File: config.mk
export PLATFORM = sky130hd
export DESIGN_NAME = fetch_stage_flat
export DESIGN_NICKNAME = d
export VERILOG_FILES = /design/src/rtl/mips_defs.sv /design/src/rtl/fetch_stage_if.sv /design/src/rtl/if_id_reg.sv /design/src/rtl/fetch_stage.sv /design/src/flat_wrapper.sv
export SDC_FILE = /design/constraint.sdc
export NUM_CORES = 1
export LEC_CHECK = 0
export BUFFER_PORTS_ARGS = -buffer_cell sky130_fd_sc_hd__buf_4
export CAP_MARGIN = 20
export CORE_AREA = 2 2 119 121
export CTS_BUF_LIST = sky130_fd_sc_hd__clkbuf_8
export CTS_CLUSTER_DIAMETER = 150
export CTS_CLUSTER_SIZE = 10
export DETAILED_ROUTE_END_ITERATION = 12
export DIE_AREA = 0 0 121 123
export PLACE_DENSITY = 0.78
export SETUP_SLACK_MARGIN = 0.2
export SLEW_MARGIN = 25
export SYNTH_ARGS = -nofsm -noshare
export SYNTH_HDL_FRONTEND = slang
export SYNTH_HIERARCHICAL = 1
export SYNTH_SLANG_ARGS = --single-unit
File: constraint.sdc
create_clock -name clk -period 4.2 [get_ports clk]
set_clock_uncertainty 0.1 [all_clocks]
set_input_delay 0.21 -clock clk [delete_from_list [all_inputs] [get_ports clk]]
set_output_delay 0.21 -clock clk [all_outputs]
set_load 0.01 [all_outputs]
File: src/rtl/mips_defs.sv
// Shared MIPS encoding constants: opcodes, funct codes, field positions and fetch defaults.
package mips_defs;

  localparam logic [31:0] RESET_PC_DEFAULT = 32'h0000_0000;
  localparam logic [31:0] NOP_WORD_DEFAULT = 32'h0000_0000;  // sll $0,$0,0

  // Primary opcodes
  localparam logic [5:0] R_TYPE = 6'h00;
  localparam logic [5:0] J      = 6'h02;
  localparam logic [5:0] JAL    = 6'h03;
  localparam logic [5:0] BEQ    = 6'h04;
  localparam logic [5:0] ADDI   = 6'h08;
  localparam logic [5:0] ADDIU  = 6'h09;
  localparam logic [5:0] ORI    = 6'h0D;
  localparam logic [5:0] LUI    = 6'h0F;
  localparam logic [5:0] LW     = 6'h23;
  localparam logic [5:0] SW     = 6'h2B;

  // R-type funct codes
  localparam logic [5:0] JR   = 6'h08;
  localparam logic [5:0] ADDU = 6'h21;
  localparam logic [5:0] SUB  = 6'h22;

  // Instruction field bit positions
  localparam int unsigned OPCODE_HI = 31;
  localparam int unsigned OPCODE_LO = 26;
  localparam int unsigned RS_HI     = 25;
  localparam int unsigned RS_LO     = 21;
  localparam int unsigned RT_HI     = 20;
  localparam int unsigned RT_LO     = 16;
  localparam int unsigned RD_HI     = 15;
  localparam int unsigned RD_LO     = 11;
  localparam int unsigned SHAMT_HI  = 10;
  localparam int unsigned SHAMT_LO  = 6;
  localparam int unsigned FUNCT_HI  = 5;
  localparam int unsigned FUNCT_LO  = 0;
  localparam int unsigned IMM_HI    = 15;
  localparam int unsigned IMM_LO    = 0;
  localparam int unsigned JIDX_HI   = 25;
  localparam int unsigned JIDX_LO   = 0;

endpackage

File: src/rtl/fetch_stage_if.sv
// Fetch-stage bundle: hazard/redirect controls, instruction-memory port and IF/ID decode fields.
interface fetch_stage_if;

  logic        stall;
  logic        flush;
  logic        redirect_valid;
  logic [31:0] redirect_pc;
  logic [31:0] imem_addr;
  logic [31:0] imem_rdata;
  logic [31:0] pc;
  logic        id_valid;
  logic [31:0] id_pc;
  logic [31:0] id_pc_plus4;
  logic [31:0] id_instr;
  logic [5:0]  id_opcode;
  logic [4:0]  id_rs;
  logic [4:0]  id_rt;
  logic [4:0]  id_rd;
  logic [4:0]  id_shamt;
  logic [5:0]  id_funct;
  logic [15:0] id_imm16;
  logic [31:0] id_jtarget;

  // Fetch stage side
  modport master (
    input  stall, flush, redirect_valid, redirect_pc, imem_rdata,
    output imem_addr, pc, id_valid, id_pc, id_pc_plus4, id_instr,
           id_opcode, id_rs, id_rt, id_rd, id_shamt, id_funct, id_imm16, id_jtarget
  );

  // Hazard unit / memory / decode side
  modport slave (
    output stall, flush, redirect_valid, redirect_pc, imem_rdata,
    input  imem_addr, pc, id_valid, id_pc, id_pc_plus4, id_instr,
           id_opcode, id_rs, id_rt, id_rd, id_shamt, id_funct, id_imm16, id_jtarget
  );

endinterface

File: src/rtl/if_id_reg.sv
// IF/ID pipeline register (valid, pc, instr) with reset > bubble > stall > load priority.
module if_id_reg #(
  parameter logic [31:0] NOP_WORD = 32'h0000_0000
) (
  input  logic        clk_i,
  input  logic        reset_i,
  input  logic        bubble_i,
  input  logic        stall_i,
  input  logic [31:0] pc_i,
  input  logic [31:0] instr_i,
  output logic        valid_o,
  output logic [31:0] pc_o,
  output logic [31:0] instr_o
);

  logic        valid_q;
  logic [31:0] pc_q;
  logic [31:0] instr_q;

  // A bubble clears valid/instr but leaves pc untouched.
  always_ff @(posedge clk_i) begin
    if (reset_i) begin
      valid_q <= 1'b0;
      pc_q    <= 32'h0000_0000;
      instr_q <= NOP_WORD;
    end else if (bubble_i) begin
      valid_q <= 1'b0;
      instr_q <= NOP_WORD;
    end else if (!stall_i) begin
      valid_q <= 1'b1;
      pc_q    <= pc_i;
      instr_q <= instr_i;
    end
  end

  assign valid_o = valid_q;
  assign pc_o    = pc_q;
  assign instr_o = instr_q;

endmodule

File: src/rtl/fetch_stage.sv
// MIPS instruction-fetch stage: PC register, redirect/stall/flush handling and IF/ID field split.
module fetch_stage
  import mips_defs::*;
#(
  parameter logic [31:0] RESET_PC = RESET_PC_DEFAULT,
  parameter logic [31:0] NOP_WORD = NOP_WORD_DEFAULT
) (
  input logic           clk,
  input logic           reset,
  fetch_stage_if.master bus
);

  logic [31:0] pc_q;
  logic [31:0] pc_d;
  logic [31:0] pc_plus4;
  logic        bubble;
  logic [31:0] id_pc;
  logic [31:0] id_instr;
  logic [31:0] id_pc_plus4;

  assign pc_plus4 = pc_q + 32'd4;
  assign bubble   = bus.redirect_valid | bus.flush;

  // Redirect beats stall; a flush alone still lets the PC advance unless stalled.
  always_comb begin
    pc_d = pc_plus4;
    if (bus.redirect_valid) begin
      pc_d = bus.redirect_pc & ~32'h0000_0003;
    end else if (bus.stall) begin
      pc_d = pc_q;
    end
  end

  always_ff @(posedge clk) begin
    if (reset) begin
      pc_q <= RESET_PC;
    end else begin
      pc_q <= pc_d;
    end
  end

  if_id_reg #(
    .NOP_WORD(NOP_WORD)
  ) u_if_id_reg (
    .clk_i   (clk),
    .reset_i (reset),
    .bubble_i(bubble),
    .stall_i (bus.stall),
    .pc_i    (pc_q),
    .instr_i (bus.imem_rdata),
    .valid_o (bus.id_valid),
    .pc_o    (id_pc),
    .instr_o (id_instr)
  );

  assign id_pc_plus4 = id_pc + 32'd4;

  assign bus.imem_addr   = pc_q;
  assign bus.pc          = pc_q;
  assign bus.id_pc       = id_pc;
  assign bus.id_instr    = id_instr;
  assign bus.id_pc_plus4 = id_pc_plus4;
  assign bus.id_opcode   = id_instr[OPCODE_HI:OPCODE_LO];
  assign bus.id_rs       = id_instr[RS_HI:RS_LO];
  assign bus.id_rt       = id_instr[RT_HI:RT_LO];
  assign bus.id_rd       = id_instr[RD_HI:RD_LO];
  assign bus.id_shamt    = id_instr[SHAMT_HI:SHAMT_LO];
  assign bus.id_funct    = id_instr[FUNCT_HI:FUNCT_LO];
  assign bus.id_imm16    = id_instr[IMM_HI:IMM_LO];
  assign bus.id_jtarget  = {id_pc_plus4[31:28], id_instr[JIDX_HI:JIDX_LO], 2'b00};

endmodule

File: src/flat_wrapper.sv
// flat-port wrapper written by rule: the top's interface ports become plain ports
module fetch_stage_flat import mips_defs::*;
#(
  parameter logic [31:0] RESET_PC = RESET_PC_DEFAULT,
  parameter logic [31:0] NOP_WORD = NOP_WORD_DEFAULT
)
  (clk, reset, bus_stall, bus_flush, bus_redirect_valid, bus_redirect_pc, bus_imem_rdata, bus_imem_addr, bus_pc, bus_id_valid, bus_id_pc, bus_id_pc_plus4, bus_id_instr, bus_id_opcode, bus_id_rs, bus_id_rt, bus_id_rd, bus_id_shamt, bus_id_funct, bus_id_imm16, bus_id_jtarget);
  fetch_stage_if bus_i ();
  input logic clk;
  input logic reset;
  input wire logic [$bits(bus_i.stall)-1:0] bus_stall;
  input wire logic [$bits(bus_i.flush)-1:0] bus_flush;
  input wire logic [$bits(bus_i.redirect_valid)-1:0] bus_redirect_valid;
  input wire logic [$bits(bus_i.redirect_pc)-1:0] bus_redirect_pc;
  input wire logic [$bits(bus_i.imem_rdata)-1:0] bus_imem_rdata;
  output wire logic [$bits(bus_i.imem_addr)-1:0] bus_imem_addr;
  output wire logic [$bits(bus_i.pc)-1:0] bus_pc;
  output wire logic [$bits(bus_i.id_valid)-1:0] bus_id_valid;
  output wire logic [$bits(bus_i.id_pc)-1:0] bus_id_pc;
  output wire logic [$bits(bus_i.id_pc_plus4)-1:0] bus_id_pc_plus4;
  output wire logic [$bits(bus_i.id_instr)-1:0] bus_id_instr;
  output wire logic [$bits(bus_i.id_opcode)-1:0] bus_id_opcode;
  output wire logic [$bits(bus_i.id_rs)-1:0] bus_id_rs;
  output wire logic [$bits(bus_i.id_rt)-1:0] bus_id_rt;
  output wire logic [$bits(bus_i.id_rd)-1:0] bus_id_rd;
  output wire logic [$bits(bus_i.id_shamt)-1:0] bus_id_shamt;
  output wire logic [$bits(bus_i.id_funct)-1:0] bus_id_funct;
  output wire logic [$bits(bus_i.id_imm16)-1:0] bus_id_imm16;
  output wire logic [$bits(bus_i.id_jtarget)-1:0] bus_id_jtarget;
  assign bus_i.stall = bus_stall;
  assign bus_i.flush = bus_flush;
  assign bus_i.redirect_valid = bus_redirect_valid;
  assign bus_i.redirect_pc = bus_redirect_pc;
  assign bus_i.imem_rdata = bus_imem_rdata;
  assign bus_imem_addr = bus_i.imem_addr;
  assign bus_pc = bus_i.pc;
  assign bus_id_valid = bus_i.id_valid;
  assign bus_id_pc = bus_i.id_pc;
  assign bus_id_pc_plus4 = bus_i.id_pc_plus4;
  assign bus_id_instr = bus_i.id_instr;
  assign bus_id_opcode = bus_i.id_opcode;
  assign bus_id_rs = bus_i.id_rs;
  assign bus_id_rt = bus_i.id_rt;
  assign bus_id_rd = bus_i.id_rd;
  assign bus_id_shamt = bus_i.id_shamt;
  assign bus_id_funct = bus_i.id_funct;
  assign bus_id_imm16 = bus_i.id_imm16;
  assign bus_id_jtarget = bus_i.id_jtarget;
  fetch_stage #(.RESET_PC(RESET_PC), .NOP_WORD(NOP_WORD)) u_core (.clk(clk), .reset(reset), .bus(bus_i));
endmodule
* Yosys cells after proc, flatten, opt, wreduce, memory -nomap -nowiden
Cells that the tools add are included.
** Storage, ports and cells
- Bits of input ports :: 69
- Output and inout port bits :: 241
- Register bits :: 97
- Word-level logic and storage cells :: 16
** Operators by class
- Reductions and logical operators :: 3
- Bitwise gates (word level) :: 3
- Add/subtract/negate cells :: 2
- Muxes and demuxes :: 2
- Eq/ne operators :: 1
** Operators by type and width (number)
- adder 32 x 3 -> 32 bit, second input constant :: 2
- 2-to-1 mux 32 bit :: 2
- OR reduction 2 bit :: 2
- != test 2 x 1 -> 1 bit, second input constant :: 1
- NOT 1 bit :: 2
- AND reduction 2 bit :: 1
- bitwise OR 1 bit :: 1

* Depth between registers and ports, before layout
- Depth in word-level cells :: 3
- Depth in mapped cells :: 8
- Depth with buffers taken out :: 5

* Modules after synthesis
The synthesis kept the hierarchy.
** Modules (own cells, without submodules)
- fetch_stage :: instances 1, cells an instance 447, sequential area each 600.6 µm², area each 3405.8 µm²
- if_id_reg :: instances 1, cells an instance 253, sequential area each 1301.2 µm², area each 2533.7 µm²

* Worst setup path before layout
OpenSTA, ideal clock, no wires.
- Path type :: reg-to-output
- From :: register u_core.u_if_id_reg.pc_q[17], in the netlist u_core/u_if_id_reg/pc_o[17]
- To :: output port bus_id_pc_plus4[29]
- Data required time :: 3.890 ns
- Stages on the path, launching flop included :: 6
- Data arrival time :: 2.058 ns
- Path buffers :: 1
- Setup slack :: 1.832 ns
- Cell sequence :: dfxtp_1 nand4_1 nor4_1 nand4_1 xnor2_1 buf_4
** On the way
- Longest elaborated chain between the ends :: 1
** Ends and longest elaborated chain
- start, declared :: RTL line if_id_reg.sv:17 : logic [31:0] pc_q;
- start signal, assigned :: RTL line if_id_reg.sv:31 : pc_q <= pc_i;
- adder 32 x 3 -> 32 bit :: RTL line fetch_stage.sv:56 : assign id_pc_plus4 = id_pc + 32'd4;
- end, declared :: RTL line flat_wrapper.sv:20 : output wire logic [$bits(bus_i.id_pc_plus4)-1:0] bus_id_pc_plus4;
Every way passes these cells.

* Worst setup path after layout
- From :: register u_core.u_if_id_reg.pc_q[8], in the netlist u_core/u_if_id_reg/pc_o[8]
- To :: output port bus_id_pc_plus4[31]
Same word-level chain as after synthesis.

==> results.txt <==
The launching instance or port of the critical path is u_core/u_if_id_reg/pc_o[8]$_SDFFE_PP0P_. The count of pins on the block boundary is 310. The number of buffers and inverters on the critical path is 1. The peak per-stage delay on the critical path is 0.78 ns. After synthesis, flip-flops and latches occupy 32.0% of the total area. After detailed routing, the average wire length per cell comes to 17.4 um. The final number of max-transition violations was 0. The proportion of netlist area held by the largest area contributor came out at 32.0%. The global-route wire length before repair came out at 27.5 mm. The number of setup buffers added after CTS is 0. The post-route total power is 2.02 mW. The final cell area excluding filler cells came out at 8010 um^2. In the synthesized netlist the dominant register cell turns out to be sky130_fd_sc_hd__dfxtp_1. sky130_fd_sc_hd__dfxtp_1 takes more of the synthesized area than any other cell. The critical path goes through nand4_1 > nor4_1 > nand4_1 > xnor2_1 > buf_4. In the global route stage, met3 resource usage came out at 4.20%.

The number of cells traversed by the worst register-to-register path is 4. The share of final-layout standard cells stronger than drive strength 1 came out at 35.9%. The data arrival time of the worst path came out at 2.52 ns. The placement-stage cell area came out at 7320 um^2.

The setup slack of the most critical reg-to-reg path came out at 1.74 ns. CTS built an H-tree with a depth of 3. The met2 usage came out at 41.1%. Setup repair after global routing left no endpoint under its margin. The type of origin of the critical path is a flop.

Among the stages of the critical path, the cell type that occurs most often is sky130_fd_sc_hd__nand4_1. The final hold violation count came to 0. In this run the standard cell core region covers 13600 um^2. The headroom to the max-slew limit came out at 39.7%. The final layout contains routed wiring with a total length of 19.0 mm. The die extent in x is 121 um. In the post-synthesis netlist, the cell with the most instances is sky130_fd_sc_hd__buf_4. In this run the most used layer during global routing was met2. The total via count in the routed design came out at 5738. The synthesized flop and latch total is 95.

The count of buffers added on input and output ports is 301. For this run, the post-layout net count is 983. The number of remaining DRC errors came out at 0. The clock passes through at most 2 buffers. Clock latency on the worst-skew pair, taken at its later pin, is 0.37 ns. STA classifies the critical path endpoint as an output pin. The warning count from the yosys run is 6. The startpoint identified for the worst register-to-register timing path is u_core/bus.imem_addr[20]$_SDFFE_PP0P_. Timing would allow up to 354 MHz.

Global routing used 23.7% of the available tracks. Clock-pin slew was measured on the worst setup and hold paths at 0.09 ns. The critical path runs through a total of 5 cells. The critical path ends at bus_id_pc_plus4[31]. The number of buffers added by the clock tree synthesis step came out at 9. The detailed-routing iteration count for the pre-antenna-repair pass is 4.

The wire-length estimate of the detail-placed layout is 13.3 mm. After synthesis, the cell types taking the most area are sky130_fd_sc_hd__dfxtp_1 (32%), sky130_fd_sc_hd__buf_4 (15%), sky130_fd_sc_hd__mux2i_1 (5.6%). The share of flip-flops with an asynchronous set or reset after synthesis is 0%. The weighted congestion reported at the end of routability-driven placement came out at 0.857. TritonCTS built the clock tree.

Using the TritonRoute via totals, the vias-per-cell ratio works out to 5.23. The run finished with clean final reports. The fraction of the cycle the final worst path needs is 67.3%. The worst endpoint required time came out at 3.89 ns. The number of global-route vias before repair is 5000. The number of flops mapped to enable cells by yosys is 0. Dividing total power by cell area gives a power density of 252 nW/um^2. Synthesis produced a netlist whose cell count is 700. The summed instance area of the synthesized netlist is 5940 um^2. By count the netlist is led by sky130_fd_sc_hd__buf_4 (119), sky130_fd_sc_hd__dfxtp_1 (95), sky130_fd_sc_hd__nor2_1 (60). Counting every sink on the clock net gives 95.

The peak supply drop is 0.202 mV. Setup violations remaining at the end of the flow were counted as 0. The slowest stage of the critical path belongs to the cell sky130_fd_sc_hd__nor4_1. The top fanout value on the critical path came out at 7.

Across the run, the number of max-cap violations was 0. The sum of overflow across all layers after global routing is 0. The actual slew at the worst max-slew pin is 0.896 ns. The pin count of the biggest net entering global routing came out at 66. The leakage power of the design came out at 3.54 nW. The netlist uses 56 different library cells.

The starting density of the core came out at 43.6%. The destination of the worst register-to-register timing path is u_core/bus.imem_addr[27]$_SDFFE_PP0P_. The average instance in the mapped netlist occupies 8.48 um^2. The minimum clock period after layout came out at 2.83 ns. The number of antenna diodes came out at 0. The worst hold path belongs to the class input port to flop. In this run the remaining antenna-violating nets after routing total 0. The global routing met1 resource utilization came out at 30.1%.

Among cell families on the critical path, the largest total delay comes from simple AND/OR/NAND/NOR gates. The category of the most critical setup path is flop to output pin. The area added between synthesis and finish came out at 34.9%. The die covers 14900 um^2. The height of the chip is 123 um. The number of rows created at floorplan is 43. The tree is rooted in a sky130_fd_sc_hd__clkbuf_8. The first-iteration detailed-routing DRC count is 384. The final sum of negative setup slack is 0 ns. The initial antenna violation count came out at 0.
## cell type report
class | count | area [um^2]
Clock inverter | 4 | 43.8
Sequential cell | 95 | 1900
Fill cell | 1209 | 5600
Multi-Input combinational cell | 440 | 2860
Timing Repair Buffer | 353 | 2770
Inverter | 13 | 48.8
Clock buffer | 12 | 165
Tap cell | 180 | 225
## cell usage in the layout, fill, tap and decap left out, drive strengths merged, types with 4 or more instances in the layout
cell type,synthesis,final
nand4,21,21
inv,12,13
xnor2,33,33
or2,5,5
buf,139,305
a21oi,36,36
o21ai,36,36
xor2,8,8
a311oi,6,6
dlygate4sd3,0,48
nand2,31,31
and3,5,5
nor3,16,16
mux2i,33,33
clkbuf,20,12
dfxtp,95,95
or3,6,6
and4,7,7
or4,4,4
a211oi,10,10
nor2b,4,4
a2111oi,7,7
conb,1,8
nand3,22,22
nor4,21,21
nor2,60,60
or3b,32,32
## power by group
part	leakage [nW]	internal (mW)	total [mW]	switching [mW]
clock network	0.114	0.321	0.641	0.320
registers	0.775	0.933	1.00	0.0684
logic	2.65	0.207	0.379	0.173
## cell families (layout without fill, tap and decap cells)
logic type,Yosys count,after routing,synth area share [%]
buffers and inverters,172,382,20.4
XOR/XNOR,41,41,6.05
flip-flops,95,95,32.0
adder cells (fa/ha/maj),2,2,0.421
other,1,8,0.0631
multiplexers,33,33,5.56
AO/OA/AOI/OAI,114,114,12.1
AND/OR/NAND/NOR,242,242,23.4
## worst reg2reg max path, cell delays in order (launching register included)
cell	delay, ns
sky130_fd_sc_hd__dfxtp_1	0.67
sky130_fd_sc_hd__nand4_1	0.29
sky130_fd_sc_hd__nor4_1	0.70
sky130_fd_sc_hd__a311oi_1	0.19
sky130_fd_sc_hd__a2111oi_0	0.39
## worst min-delay path by stage
stage | startpoint | endpoint | slack, ns | depth (start not counted)
after floorplan | bus_redirect_pc[4] | u_core/bus.imem_addr[4]$_SDFFE_PP0P_ | 0.25 | 1
after global placement | bus_redirect_pc[6] | u_core/bus.imem_addr[6]$_SDFFE_PP0P_ | 0.33 | 2
after detailed placement | bus_redirect_pc[5] | u_core/bus.imem_addr[5]$_SDFFE_PP0P_ | 0.34 | 2
after CTS | bus_redirect_pc[14] | u_core/bus.imem_addr[14]$_SDFFE_PP0P_ | 0.001 | 3
after global routing | bus_redirect_pc[14] | u_core/bus.imem_addr[14]$_SDFFE_PP0P_ | 0.02 | 3
final | bus_redirect_pc[17] | u_core/bus.imem_addr[17]$_SDFFE_PP0P_ | 0.02 | 3
## registers in the layout (all words and copies together), names as in the netlist
signal / cells
u_core/u_if_id_reg/instr_o: 32
u_core/u_if_id_reg/pc_o: 32
u_core/bus.imem_addr: 30
u_core/u_if_id_reg/valid_o: 1
## through the flow
| step | cells | setup WS, ns | hold WS [ns] | utilization [%] |
|---|---|---|---|---|
| final | 1097 | 1.37 | 0.0237 | 58.8 |
| after CTS | 1097 | 1.39 | 0.00139 | 58.8 |
| after floorplan | 707 | 1.83 | 0.248 | - |
| after global routing | 1097 | 1.20 | 0.0209 | 58.8 |
| after detailed placement | 1033 | 1.73 | 0.335 | 53.8 |
| after global placement | 1033 | 1.72 | 0.335 | 53.8 |
## what timing repair did
item                      in CTS  in global routing
hold endpoints to repair      48                  0
resized for setup              0                  0
hold buffers                  48                  0
## routing by layer
layer / vias up / routed length, um / share of wire, %
li1: 2810 / - / -
met1: 2651 / 7670 / 40
met2: 254 / 9730 / 51
met3: 23 / 1300 / 6.8
met4: 0 / 337 / 1.8
met5: - / 0 / 0
Note: power is estimated with default switching activity, not from simulation.
